==> config.mk <==
export PLATFORM = sky130hd
export DESIGN_NAME = tour_cmd
export DESIGN_NICKNAME = d
export VERILOG_FILES = /design/src/rtl/tour_cmd.sv
export SDC_FILE = /design/constraint.sdc
export NUM_CORES = 1
export LEC_CHECK = 0
export ABC_AREA = 1
export BUFFER_PORTS_ARGS = -buffer_cell sky130_fd_sc_hd__clkbuf_2
export CORE_MARGIN = 2
export CORE_UTILIZATION = 30
export DETAILED_ROUTE_END_ITERATION = 8
export SYNTH_ARGS = -nofsm -noshare
export SYNTH_HDL_FRONTEND = slang
export SYNTH_SLANG_ARGS = --single-unit
==> constraint.sdc <==
create_clock -name clk -period 1.2 [get_ports clk]
set_input_delay 0.06 -clock clk [delete_from_list [all_inputs] [get_ports clk]]
set_output_delay 0.06 -clock clk [all_outputs]
set_load 0.005 [all_outputs]
==> src/rtl/tour_cmd.sv <==
// Command sequencer between the UART command path and cmd_proc: passes UART
// commands through in idle, or replays the stored knight's tour as vertical/horizontal leg pairs.
module tour_cmd #(
    parameter int unsigned NUM_MOVES = 24
) (
    input  logic        clk,
    input  logic        rst,
    input  logic        tour_go,
    output logic [4:0]  mv_indx,
    input  logic [7:0]  move,
    input  logic [15:0] cmd_UART,
    input  logic        cmd_rdy_UART,
    output logic        clr_cmd_rdy_UART,
    output logic [15:0] cmd,
    output logic        cmd_rdy,
    input  logic        clr_cmd_rdy,
    input  logic        send_resp,
    output logic [7:0]  resp
);

    localparam int unsigned IDX_W = 5;
    localparam logic [IDX_W-1:0] LAST_IDX = IDX_W'(NUM_MOVES - 1);

    localparam logic [3:0] OP_VERT    = 4'h2;
    localparam logic [3:0] OP_HORZ    = 4'h3;
    localparam logic [7:0] HDG_NORTH  = 8'h00;
    localparam logic [7:0] HDG_SOUTH  = 8'h7F;
    localparam logic [7:0] HDG_EAST   = 8'hBF;
    localparam logic [7:0] HDG_WEST   = 8'h3F;
    localparam logic [7:0] RESP_DONE  = 8'hA5;
    localparam logic [7:0] RESP_BUSY  = 8'h5A;

    typedef enum logic [2:0] {
        IDLE,
        VERT,
        WAIT_V,
        HORZ,
        WAIT_H
    } state_e;

    state_e           state_q, state_d;
    logic [IDX_W-1:0] mv_indx_q, mv_indx_d;

    logic             vert_south, horz_west;
    logic [3:0]       vert_sq, horz_sq;
    logic [15:0]      vert_cmd, horz_cmd;
    logic             last_move;

    // State and move index registers
    always_ff @(posedge clk) begin
        if (rst) begin
            state_q   <= IDLE;
            mv_indx_q <= '0;
        end else begin
            state_q   <= state_d;
            mv_indx_q <= mv_indx_d;
        end
    end

    // One-hot move decode; the lowest set bit wins, zero yields north/east with no squares
    always_comb begin
        vert_south = 1'b0;
        vert_sq    = 4'd0;
        horz_west  = 1'b0;
        horz_sq    = 4'd0;
        if (move[0]) begin
            vert_sq = 4'd2; horz_sq = 4'd1;
        end else if (move[1]) begin
            vert_sq = 4'd2; horz_west = 1'b1; horz_sq = 4'd1;
        end else if (move[2]) begin
            vert_sq = 4'd1; horz_west = 1'b1; horz_sq = 4'd2;
        end else if (move[3]) begin
            vert_south = 1'b1; vert_sq = 4'd1; horz_west = 1'b1; horz_sq = 4'd2;
        end else if (move[4]) begin
            vert_south = 1'b1; vert_sq = 4'd2; horz_west = 1'b1; horz_sq = 4'd1;
        end else if (move[5]) begin
            vert_south = 1'b1; vert_sq = 4'd2; horz_sq = 4'd1;
        end else if (move[6]) begin
            vert_south = 1'b1; vert_sq = 4'd1; horz_sq = 4'd2;
        end else if (move[7]) begin
            vert_sq = 4'd1; horz_sq = 4'd2;
        end
    end

    assign vert_cmd  = {OP_VERT, (vert_south ? HDG_SOUTH : HDG_NORTH), vert_sq};
    assign horz_cmd  = {OP_HORZ, (horz_west ? HDG_WEST : HDG_EAST), horz_sq};
    assign last_move = (mv_indx_q == LAST_IDX);
    assign mv_indx   = mv_indx_q;

    // Next state and outputs; resp must be valid alongside send_resp so it is decoded here
    always_comb begin
        state_d          = state_q;
        mv_indx_d        = mv_indx_q;
        cmd              = vert_cmd;
        cmd_rdy          = 1'b0;
        clr_cmd_rdy_UART = 1'b0;
        resp             = RESP_BUSY;
        unique case (state_q)
            IDLE: begin
                cmd              = cmd_UART;
                cmd_rdy          = cmd_rdy_UART;
                clr_cmd_rdy_UART = clr_cmd_rdy;
                resp             = RESP_DONE;
                if (tour_go) begin
                    mv_indx_d = '0;
                    state_d   = VERT;
                end
            end
            VERT: begin
                cmd_rdy = 1'b1;
                if (clr_cmd_rdy) state_d = WAIT_V;
            end
            WAIT_V: begin
                if (send_resp) state_d = HORZ;
            end
            HORZ: begin
                cmd     = horz_cmd;
                cmd_rdy = 1'b1;
                if (clr_cmd_rdy) state_d = WAIT_H;
            end
            WAIT_H: begin
                cmd = horz_cmd;
                if (last_move) resp = RESP_DONE;
                if (send_resp) begin
                    if (last_move) begin
                        state_d = IDLE;
                    end else begin
                        mv_indx_d = mv_indx_q + IDX_W'(1);
                        state_d   = VERT;
                    end
                end
            end
            default: state_d = IDLE;
        endcase
    end

endmodule
# After elaboration in Yosys (flattened, before gate mapping)
# Index checks and enable logic that the tools add are counted.
# Widths: inputs -> output; s select.
totals:
  regBits: 8
  inputBits: 30
  output_inout_bits: 31
  wordCells: 66
op_classes:
  n_addsub: 1
  n_eq_ne: 11
  muxes: 46
  reduce_logical: 6
op_table:
  columns: ["op", "count"]
  rows:
  - ["$pmux 16 s2", 1]
  - ["$mux 2", 14]
  - ["$mux 1", 16]
  - ["$mux 8", 2]
  - ["$pmux 8 s2", 1]
  - ["$mux 3", 5]
  - ["$mux 5", 3]
  - ["$pmux 3 s5", 1]
  - ["$ne 2x2->1 const B", 6]
  - ["$pmux 5 s2", 1]
  - ["$mux 7", 1]
  - ["$eq 3x2->1 const B", 2]
  - ["$add 5x1->5 const B", 1]
  - ["$eq 5x5->1 const B", 1]
  - ["$reduce_and 5->1", 1]
  - ["$reduce_and 4->1", 1]
  - ["$reduce_or 2->1", 2]
  - ["$eq 3x1->1 const B", 1]
  - ["$eq 3x3->1 const B", 1]
  - ["$logic_not 3->1", 1]
  - ["$pmux 1 s2", 1]
  - ["$reduce_bool 2->1", 1]

# Longest topological paths before layout
# Gate-level depths: netlist (run 1).
logic_depth:
  word_depth: 9
  ltp_mapped: 9

# Worst setup path before layout (run 1)
# OpenSTA, ideal clock, no wires.
synth_timing:
  path_kind: "register to output"
  startpoint: "register mv_indx_q[0], in the netlist mv_indx[0]"
  endpoint: "output resp[2]"
  arrival_ns: 1.216
  required_ns: 1.140
  setup_slack_ns: -0.076
  stages_incl_launch_ff: 9
  path_cell_list: "dfxtp_1 ha_1 nand2_1 inv_1 nand2_1 nand2_1 nand2_1 inv_1 buf_4"
synth_between:
  elab_chain_cells: 3
synth_rtl:
  columns: ["item", "line_no", "source"]
  rows:
  - ["start: declaration", "42", "logic [IDX_W-1:0] mv_indx_q, mv_indx_d;"]
  - ["start signal: assignment", "56", "mv_indx_q <= mv_indx_d;"]
  - ["$eq 5x5->1", "87", "assign last_move = (mv_indx_q == LAST_IDX);"]
  - ["$mux 8", "123", "if (last_move) resp = RESP_DONE;"]
  - ["$pmux 8 s2", "98", "unique case (state_q)"]
  - ["end: declaration", "18", "output logic [7:0] resp"]
# No other way between the ends.

# Worst setup path in the final report (run 1)
layout_timing:
  startpoint: "register state_q[1]"
  endpoint: "output cmd[1]"
layout_between:
  elab_chain_cells: 3
  elab_cells_between_ends: 5
layout_rtl:
  columns: ["item", "line_no", "source"]
  rows:
  - ["start: declaration", "41", "state_e state_q, state_d;"]
  - ["start signal: assignment", "55", "state_q <= state_d;"]
  - ["$eq 3x3->1 / $eq 3x2->1 (equally long branches)", "98", null]
  - ["$reduce_or 2->1 (no source line)", null, null]
  - ["$pmux 16 s2 (*)", "98", null]
  - ["end: declaration", "14", "output logic [15:0] cmd,"]
# Every way passes the cells marked *; elsewhere a longest branch is shown, timed or not.

==> results.md, run 1 <==
- Hold_buf cts: 0
- Max transition margin: 0.747
- Multi-input gate area: about 690 µm²
- Worst r2r src: state_q[1]
- EDFF count, synth: 0
- Layout cell share with drive strength beyond 1: 0.580
- CTS clk-pin slew, worst paths: 0.06 ns
- Area leader, netlist: nand2_1
- FFs w/ async S/R, synth: 0
- TritonCTS Buffers: 3
- Leak: 0.838 nW
- Top_reg_cell synth: dfxtp_1
- Critical path startpoint category: register
- Wire length per cell: between 10 and 15 µm
- Synth Warn #: 0
- Post-synth top area share: 0.201
- Cells along the critical path: nor2_4 > nand2_4 > nand2_8 > nor2_8 > a22oi_1 > nand2_1 > clkbuf_2
- Total global routing overflow: 0
- Synth top area cells: nand2_1 (20%), dfxtp_1 (19%), nor2_1 (9.4%), inv_1 (7.6%), a21oi_1 (7.1%)
- Max IR drop VDD: about 1.8 mV
- Site Rows: 19
- Pre-CTS WS: -0.0524 ns
- Syn Nets: approximately 180
- Number of port buffers: 60
- Fin crit share: 1.18
- CP startpoint: state_q[1]
- RSZ-0062 raised after global routing: yes
- Core area: between 2000 and 3000 µm²
- Sequential cell area: 171 µm²
- Flop and latch count out of synthesis: 8
- Worst skew pair latency: 0.25 ns
- Post-synthesis instance area: 841 µm²
- Clock skew: 0.00360 ns
- Longest Clk Path Bufs: 2
- Synthesized area per cell: about 5.8 µm²
- Power Density: between 2000 and 3000 nW/µm²
- Synth cell types: 23
- Most frequent cells after synthesis: nand2_1 (45), nor2_1 (21), inv_1 (17)
- Antenna-violating nets left: 0
- Hold depth: 2
- Post-route setup slack: -0.215 ns
- Die area: 3240 µm²
- Antenna violations before repair: 0
- Most frequent cell after synthesis: nand2_1
- Detailed Place HPWL: about 1900 µm
- Register-to-Register Path Depth: 7
- PnR Total Power: 3.90 mW
- DR pass1 iterations: 4
- IO Count: 61
- Pin count of the biggest net entering global routing: 8
- Max incr delay on CP: approximately 0.37 ns
- ANT cells: 0
- Residual DRC: 0
- Fmax: between 700 and 800 MHz
- Root Buffer: clkbuf_4
- Slew of the pin with the lowest slew margin: between 0.3 and 0.4 ns
- GRT Total Usage: 0.153
- Worst Hold Class: in2reg
- Final nets: around 260
- Layout fillers: 271
- Hold Startpoint: rst
- Die Wd: around 57 µm
- Setup crit end kind: output pin
- Placer Congestion: 0.854
- Initial core utilization: 0.310
- Number of global-route vias before repair: between 900 and 1k
- Outcome: finished, violations left
- Max cap viols: 0
- Register area share after synthesis: 0.190
- Wire length of the first global-routing pass: roughly 4100 µm
- Worst-path maximum fanout: 5
- Worst Path Arrival: between 1 and 1.5 ns
- Critical path class: reg2out
- CTS tree: done
- Vias/cell: 4.65
- Routed wire length: around 2800 µm
- Worst Path Required: approximately 1.1 ns
- Via count: approximately 1.2k
- CP max stage cell: dfxtp_4
- Synth Instances: about 150
- DIE HEIGHT: 56.9 µm
- Max Slew Vio Count: 0
- Iter 0 DRT Violations: 45
- Tmin final: 1.41 ns
- H-Tree Depth: 1
- Final setup viols: 34
- Synth-to-layout area growth: 80.2%
- Clock sink total: 8
- Failing checks: setup timing
- Final Hold Viols: 0
## power by group
group,internal [mW],switching [mW]
Sequential,0.374,0.102
Combinational,1.55,1.67
Clock,0.115,0.0954
Total,2.04,1.87
## cells by family (layout without fill, tap and decap cells)
family | after synthesis | count (layout) | share of synthesized area
AOI/OAI and AO/OA | 21 | 21 | 0.158
adders and majority gates | 1 | 1 | 0.0149
buffers and inverters | 26 | 107 | 0.152
DFF | 8 | 8 | 0.190
and+or+nand+nor | 89 | 89 | 0.485
## placed cells by master (no fill, tap or decap), drive strengths merged
| cell type | netlist | layout |
|---|---|---|
| nor2 | 25 | 25 |
| dfxtp | 8 | 8 |
| nor3 | 3 | 3 |
| ha | 1 | 1 |
| a22oi | 2 | 2 |
| a21oi | 12 | 12 |
| nand3 | 8 | 8 |
| clkbuf | 0 | 55 |
| o21ai | 5 | 5 |
| nand3b | 1 | 1 |
| o311ai | 1 | 1 |
| a31oi | 1 | 1 |
| inv | 19 | 19 |
| nand4 | 1 | 1 |
| or2 | 1 | 1 |
| buf | 7 | 33 |
| nand2 | 50 | 50 |
## timing repair
| action | in CTS | in global routing |
|---|---|---|
| pin swaps | 17 | 13 |
| resized for setup | 27 | 35 |
| endpoints found under the setup margin | 34 | 34 |
| setup buffers | 7 | 2 |
| gates cloned | 0 | 0 |
## stage by stage
stage	TNS (ns)	utilization	instances	hold WS [ns]	instance area (µm²)
after floorplan	0	-	145	0.129	846
after global placement	-0.113	0.464	246	0.306	1260
after detailed placement	-0.259	0.464	246	0.297	1260
after CTS	-5.38	0.522	256	0.0238	1420
after global routing	-7.70	0.559	257	0.0427	1520
final	-5.62	0.559	257	0.0518	1520
## worst paths after layout
check                             endpoint  slack (ns)
worst min-delay path            mv_indx[2]        0.05
worst max-delay path                cmd[1]       -0.21
worst max register to register  state_q[1]       -0.19
worst min register to register  mv_indx[4]        0.62
## worst max-delay path, delay by kind of cell, from the launching register on
| family | cells | cell delay [ns] |
|---|---|---|
| flops | 1 | 0.37 |
| simple gates | 5 | 0.49 |
| buf+inv | 1 | 0.11 |
| compound gates | 1 | 0.13 |
## per-layer routing
layer / track usage / part of all wire / vias up
li1: - / - / 619
met1: 0.205 / 0.44 / 542
met2: 0.256 / 0.51 / 33
met3: 0.0249 / 0.049 / 2
met4: 0.0399 / 0.0018 / 0
met5: 0 / 0 / -
## state kept, by name, summed over array words and instances, names as in the netlist
register,cells
mv_indx,5
state_q,3
## cell type report
| cell class | count | share of cell area |
|---|---|---|
| multi-input combinational | 111 | 0.453 |
| inverter | 19 | 0.0520 |
| sequential | 8 | 0.113 |
| clock buffer | 3 | 0.0149 |
| timing repair buffer | 85 | 0.342 |
| tap | 31 | 0.0256 |
(Power assumes the default switching activity.)
==> run 2: changes to the inputs <==
- CORE_ASPECT_RATIO: not set -> 0.7
==> run 2 against run 1 <==
Effect of this change: the flow still finishes with violations (setup timing); first-iteration DRC count grew 53%; combinational power up 10%; global-route usage decreased by 0.76 points; critical path depth unchanged; clock skew decreased by 0.0027 ns; wire length up 4.8%; sequential power about the same; sequential share of layout area is 0.52 points lower; highest routed layer unchanged; design area rose by 4.8%; core utilization up 2.4 points.
==> results.md, run 2 (synthesis gave the netlist of run 1 again) <==
- Worst skew pair latency: 0.23 ns (-0.02 ns)
- Max Slew Vio Count: 0 (unchanged)
- Antenna violations before repair: 0 (unchanged)
- Total global routing overflow: 0 (unchanged)
- Clock skew: 0.000926 ns (-0.00268 ns)
- Iter 0 DRT Violations: 69 (+53%)
- DR pass1 iterations: 4 (unchanged)
- Clock sink total: 8 (unchanged)
- H-Tree Depth: 1 (unchanged)
- Detailed Place HPWL: 1990 µm (+3.4%)
- GRT Total Usage: 0.145 (-0.00758)
- Met2 Routed Length: 1380 µm (-3.1%)
- Max transition margin: 0.759 (+0.0120)
- Antenna-violating nets left: 0 (unchanged)
- Root Buffer: clkbuf_8
- Outcome: finished, violations left
- Residual DRC: 0 (unchanged)
- Placer Congestion: 0.768 (-10%)
- Critical path startpoint category: register
- IO Count: 61 (unchanged)
- Final Hold Viols: 0 (unchanged)
- Hold_buf cts: 0 (unchanged)
- Flop2flop setup slack: -0.21 ns (-0.02 ns)
- Fin crit share: 1.19 (+0.00682)
- M1 WL: 1380 µm (+14%)
- RSZ-0062 raised after global routing: yes
- TritonCTS Buffers: 3 (unchanged)
- Commonest non-fill, non-tap cell in the layout: clkbuf_2
- Final nets: 263 (+1.5%)
- Pre-CTS WS: -0.0477 ns (+0.00468 ns)
- Pin count of the biggest net entering global routing: 9 (+1)
- Wire length per cell: 11.0 µm (+1.3%)
- Site Rows: 16 (-3)
- Setup crit end kind: output pin
- Final setup viols: 34 (unchanged)
- Most frequent cells in the layout: clkbuf_2 (50), nand2_1 (39), buf_4 (23)
- Via count: 1,204 (+0.67%)
- Max IR drop VDD: 1.11 mV (-37%)
- Core area: 2720 µm² (+0.46%)
- Number of global-route vias before repair: 736 (-24%)
- Routed wire length: 2920 µm (+4.8%)
- ANT cells: 0 (unchanged)
- Flip-flop count of the largest register after layout: 5 (unchanged)
- Worst Hold Class: in2reg
- Die Wd: 67.3 µm (+18%)
- Synth-to-layout area growth: 88.8%
- Number of port buffers: 60 (unchanged)
- Worst Path Required: 1.14 ns (about the same)
- Failing checks: setup timing
- Wire length of the first global-routing pass: 3360 µm (-17%)
- Power Density: 2740 nW/µm² (+6.4%)
- Vias/cell: 4.53 (-2.7%)
- Longest Clk Path Bufs: 2 (unchanged)
- Top Layer Used: met4
- Max cap viols: 0 (unchanged)
- CTS tree: done
- Die area: 3250 µm² (+0.21%)
- Met3 wire length: 135 µm (unchanged)
- Worst Path Arrival: 1.36 ns (about the same)
- Dpl cell area: 1260 µm² (+0.50%)
- Critical path class: reg2out
- DIE HEIGHT: 48.3 µm (-15%)
- CTS clk-pin slew, worst paths: 0.04 ns (-0.02 ns)
- Post-route setup slack: -0.223 ns (-0.00818 ns)
- Leak: 0.878 nW (+4.7%)
- Tmin final: 1.42 ns (+0.00818 ns)
- Worst-path maximum fanout: 7 (+2)
- Fmax: 703 MHz (-0.58%)
- Initial core utilization: 0.309 (-0.00143)
- Layout cell share with drive strength beyond 1: 0.578 (-0.00139)
- Slew of the pin with the lowest slew margin: 0.360 ns (-0.0179 ns)
- Final Cell Area: 1590 µm² (+4.8%)
-- run 2: changes by cell type in the layout (fill, tap and decap cells not counted), moves of 3 or more --
cell	before	now
buf_4	17	23
nand2_1	36	39
nand2_2	9	4
clkbuf_8	0	3
buf_6	8	4
clkbuf_4	3	0
-- run 2: worst max-delay path, cell delays in order (launching register included) --
cell      delay, ns
dfxtp_2        0.35
inv_2          0.08
nand3_2        0.13
nand2_8        0.09
nor2_8         0.11
o311ai_4       0.14
nand2_1        0.11
clkbuf_2       0.12
-- run 2: worst paths after layout --
check                           depth (start not counted)    endpoint       start
worst min-delay path                                    2  state_q[0]         rst
worst max register to register                          8  mv_indx[3]  state_q[1]
worst min register to register                          2  state_q[2]  state_q[2]
worst max-delay path                                    7      cmd[7]  state_q[2]
-- run 2: metrics by stage --
stage,TNS (ns),total power [mW],util,hold slack (ns),instances
2_1_floorplan,0,2.04,-,0.129,145
3_3_place_gp,-0.245,2.89,0.464,0.310,251
3_5_place_dp,-0.325,2.88,0.464,0.307,251
4_1_cts,-4.69,3.91,0.539,0.0541,262
5_1_grt,-7.97,4.74,0.583,0.0677,266
6_report,-5.81,4.35,0.583,0.0640,266
-- run 2: final cells by class --
type	count	area (µm²)
sequential	8	171
inverter	19	83.8
fill	265	1130
multi-input combinational	111	678
timing repair buffer	89	568
clock buffer	3	41.3
tap	36	45.0
-- run 2: power by group --
group | total [mW] | internal (mW) | switching (mW)
clock | 0.332 | 0.218 | 0.114
combinational | 3.55 | 1.77 | 1.78
sequential | 0.475 | 0.375 | 0.101
total | 4.35 | 2.36 | 1.99
-- run 2: timing repair --
item,4_1_cts,5_1_grt
setup buffers,8,4
resized for setup,27,35
pin swaps,11,8
endpoints found under the setup margin,28,34
-- run 2: metal layers --
layer	up-vias	track usage
li1	624	-
met1	536	0.215
met2	40	0.212
met3	4	0.0277
met4	0	0.0490
met5	-	0
==> run 3: changes to the inputs <==
- ABC_AREA: 1 -> not set
- PLACE_DENSITY: not set -> 0.66
==> run 3 against run 2 <==
Effect of this change: core utilization up 6.8 points; design area grew 1.6%; the run still ends with setup timing left; sequential power shrank 37%; register-to-register slack got worse by 0.07 ns; final cell count is 12% lower; critical path depth fell by 3; clock power rose by 6.3%; wire length grew 12%; die area is 6.0% lower; count of clock-buffer cells in the layout increased by 1.
==> results.md, run 3 <==
- Pre-CTS WS: -0.283 ns (-0.235 ns)
- Worst-path maximum fanout: 7 (unchanged)
- Post-route setup slack: -0.307 ns (-0.0842 ns)
- Number of global-route vias before repair: 1,053 (+43%)
- EDFF count, synth: 0 (unchanged)
- Die Wd: 65.2 µm (-3.1%)
- Net Sw Frac: 0.334 (-0.123)
- DP Cell Count: 217 (-14%)
- DR pass1 iterations: 4 (unchanged)
- RSZ-0062 raised after global routing: yes
- Synth top area cells: dfxtp_1 (20%), o21a_1 (6.7%), a21oi_1 (5.7%), buf_4 (5.7%), and2_1 (5.6%)
- IO Count: 61 (unchanged)
- Clock skew: 0.0120 ns (+0.0111 ns)
- Critical path startpoint category: register
- Critical path class: reg2out
- H-Tree Depth: 1 (unchanged)
- Register area share after synthesis: 0.203 (+0.0130)
- Met3 wire length: 193 µm (+43%)
- Detailed Place HPWL: 2220 µm (+12%)
- Flip-flop count of the largest register after layout: 5 (unchanged)
- M1 WL: 1360 µm (-2.0%)
- Met2 Routed Length: 1660 µm (+21%)
- Failing checks: setup timing
- FFs w/ async S/R, synth: 0 (unchanged)
- Logic gate share of total power: 0.527 (-0.288)
- Final setup viols: 32 (-5.9%)
- Residual DRC: 0 (unchanged)
- CTS clk-pin slew, worst paths: 0.05 ns (about the same)
- Flop and latch count out of synthesis: 8 (unchanged)
- Max Slew Vio Count: 0 (unchanged)
- Wire length of the first global-routing pass: 4450 µm (+32%)
- CTS tree: done
- Top_reg_cell synth: dfxtp_1
- Synth Instances: 110 (-24%)
- Fin crit share: 1.26 (+0.0702)
- Hold Crit Endpoint: mv_indx[0]
- Area leader, netlist: dfxtp_1
- Most frequent cells after synthesis: nor2_1 (11), a21oi_1 (9), dfxtp_1 (8), nand2_1 (8), o21ai_0 (8)
- ANT cells: 0 (unchanged)
- Top Layer Used: met4
- Pin count of the biggest net entering global routing: 13 (+4)
- Worst Hold Class: in2reg
- GRT Total Usage: 0.192 (+0.0465)
- Routed wire length: 3270 µm (+12%)
- Final Hold Viols: 0 (unchanged)
- Sequential cell area: 176 µm² (+2.9%)
- Clock share of power: 0.257 (+0.181)
- Placer Congestion: 0.801 (+4.4%)
- Clock sink total: 8 (unchanged)
- Worst r2r src: state_q[0]
- Register-to-Register Path Depth: 6 (-2)
- Worst Path Arrival: 1.45 ns (+0.09 ns)
- Max incr delay on CP: 0.41 ns (+0.06 ns)
- CP max stage cell: or3_4
- Most frequent cell after synthesis: nor2_1
- Root Buffer: clkbuf_8
- Hold depth: 2 (unchanged)
- Synth cell types: 39 (+70%)
- Post-synthesis instance area: 787 µm² (-6.4%)
- Power Density: 850 nW/µm² (-69%)
- Most frequent cells in the layout: clkbuf_2 (53), buf_4 (25), buf_6 (15)
- Internal cell power: 0.912 mW (-61%)
- Synthesized area per cell: 7.15 µm² (+23%)
- Post-synth top area share: 0.203 (+0.00260)
- Final nets: 232 (-12%)
- Worst r2r dst: mv_indx[2]
- Hold Startpoint: rst
- Core area: 2480 µm² (-9.0%)
- Multi-input gate area: 696 µm² (+2.6%)
- Number of port buffers: 60 (unchanged)
- Cells along the critical path: or3_4 > buf_6 > o21a_1 > clkbuf_2
- Leak: 0.779 nW (-11%)
- Syn Nets: 141 (-20%)
- Tmin final: 1.51 ns (+0.0842 ns)
- CP startpoint: state_q[0]
- Layout cell share with drive strength beyond 1: 0.690 (+0.112)
- Synth-to-layout area growth: 105%
- Total global routing overflow: 0 (unchanged)
- Site Rows: 15 (-1)
- Max transition margin: 0.828 (+0.0683)
- Reg power frac: 0.216 (+0.107)
- Via count: 1,186 (-1.5%)
- Layout fillers: 192 (-28%)
- DIE HEIGHT: 46.9 µm (-3.0%)
- Max cap viols: 0 (unchanged)
- Iter 0 DRT Violations: 37 (-46%)
- Switching power: 0.459 mW (-77%)
- Final cell count without fillers: 234 (-12%)
- Initial core utilization: 0.318 (+0.00885)
- TritonCTS Buffers: 3 (unchanged)
- Max IR drop VDD: 0.437 mV (-61%)
- Die area: 3060 µm² (-6.0%)
- Fmax: 663 MHz (-5.6%)
- Worst Path Required: 1.14 ns (about the same)
- Antenna violations before repair: 0 (unchanged)
- Slew of the pin with the lowest slew margin: 0.256 ns (-0.104 ns)
- Vias/cell: 5.07 (+12%)
- Antenna-violating nets left: 0 (unchanged)
- Flop2flop setup slack: -0.28 ns (-0.07 ns)
- Setup crit end kind: output pin
- Longest Clk Path Bufs: 2 (unchanged)
- Outcome: finished, violations left
- Worst skew pair latency: 0.24 ns (about the same)
- Synth Warn #: 0 (unchanged)
- Commonest non-fill, non-tap cell in the layout: clkbuf_2
- Wire length per cell: 14.0 µm (+27%)
-- run 3: how the worst max path moves through the flow --
stage,to,cells after the start
final,cmd[9],4
after global routing,resp[1],6
after CTS,resp[4],6
after detailed placement,cmd[0],6
after global placement,cmd[0],6
after floorplan,mv_indx[3],5
-- run 3: logic make-up after synthesis --
logic type,share of synthesized area
simple gates,0.315
compound gates,0.308
flops,0.203
fa+ha+maj,0.0159
buf+inv,0.0970
xor+xnor,0.0334
mux,0.0270
-- run 3: repair_timing --
item | CTS | global route
endpoints found under the setup margin | 34 | 32
hold buffers | 0 | 0
resized for setup | 21 | 33
pin swaps | 13 | 17
cloned | 0 | 0
buffers inserted | 6 | 9
endpoints found under the hold margin | 0 | 0
-- run 3: final cells by class --
class,instances,area share
clock buffers,4,0.0279
multi-input cells,88,0.431
flip-flops and latches,8,0.109
inverters,3,0.00698
well taps,34,0.0264
repair buffers,97,0.398
-- run 3: power groups by stage --
stage / registers [mW] / logic (mW) / clock network [mW]
after floorplan: 0.284 / 0.357 / 0
after global placement: 0.304 / 0.532 / 0
after detailed placement: 0.306 / 0.548 / 0
after CTS: 0.301 / 0.612 / 0.357
after global routing: 0.298 / 0.788 / 0.371
final: 0.297 / 0.722 / 0.353
-- run 3: worst max-delay path: cells and delay by family (launching register included) --
family / cells / cell delay, ns
AND/OR/NAND/NOR: 1 / 0.41
flip-flops: 1 / 0.39
buffers and inverters: 2 / 0.25
AO/OA/AOI/OAI: 1 / 0.17
-- run 3: stage by stage --
step           power (mW)  utilization  cell area [µm²]  setup TNS [ns]  hold slack, ns
4_1_cts              1.27        0.583             1450           -7.05          0.0533
2_1_floorplan       0.640            -              870          -0.431           0.122
5_1_grt              1.46        0.651             1610           -9.64          0.0871
3_5_place_dp        0.854        0.525             1300           -3.94           0.313
3_3_place_gp        0.836        0.525             1300           -2.73           0.311
6_report             1.37        0.651             1610           -7.68          0.0765
-- run 3: routing by layer --
layer  track usage  up-vias
li1              -      569
met5             0        -
met3        0.0528       10
met4        0.0667        0
met2         0.359       44
met1         0.218      563
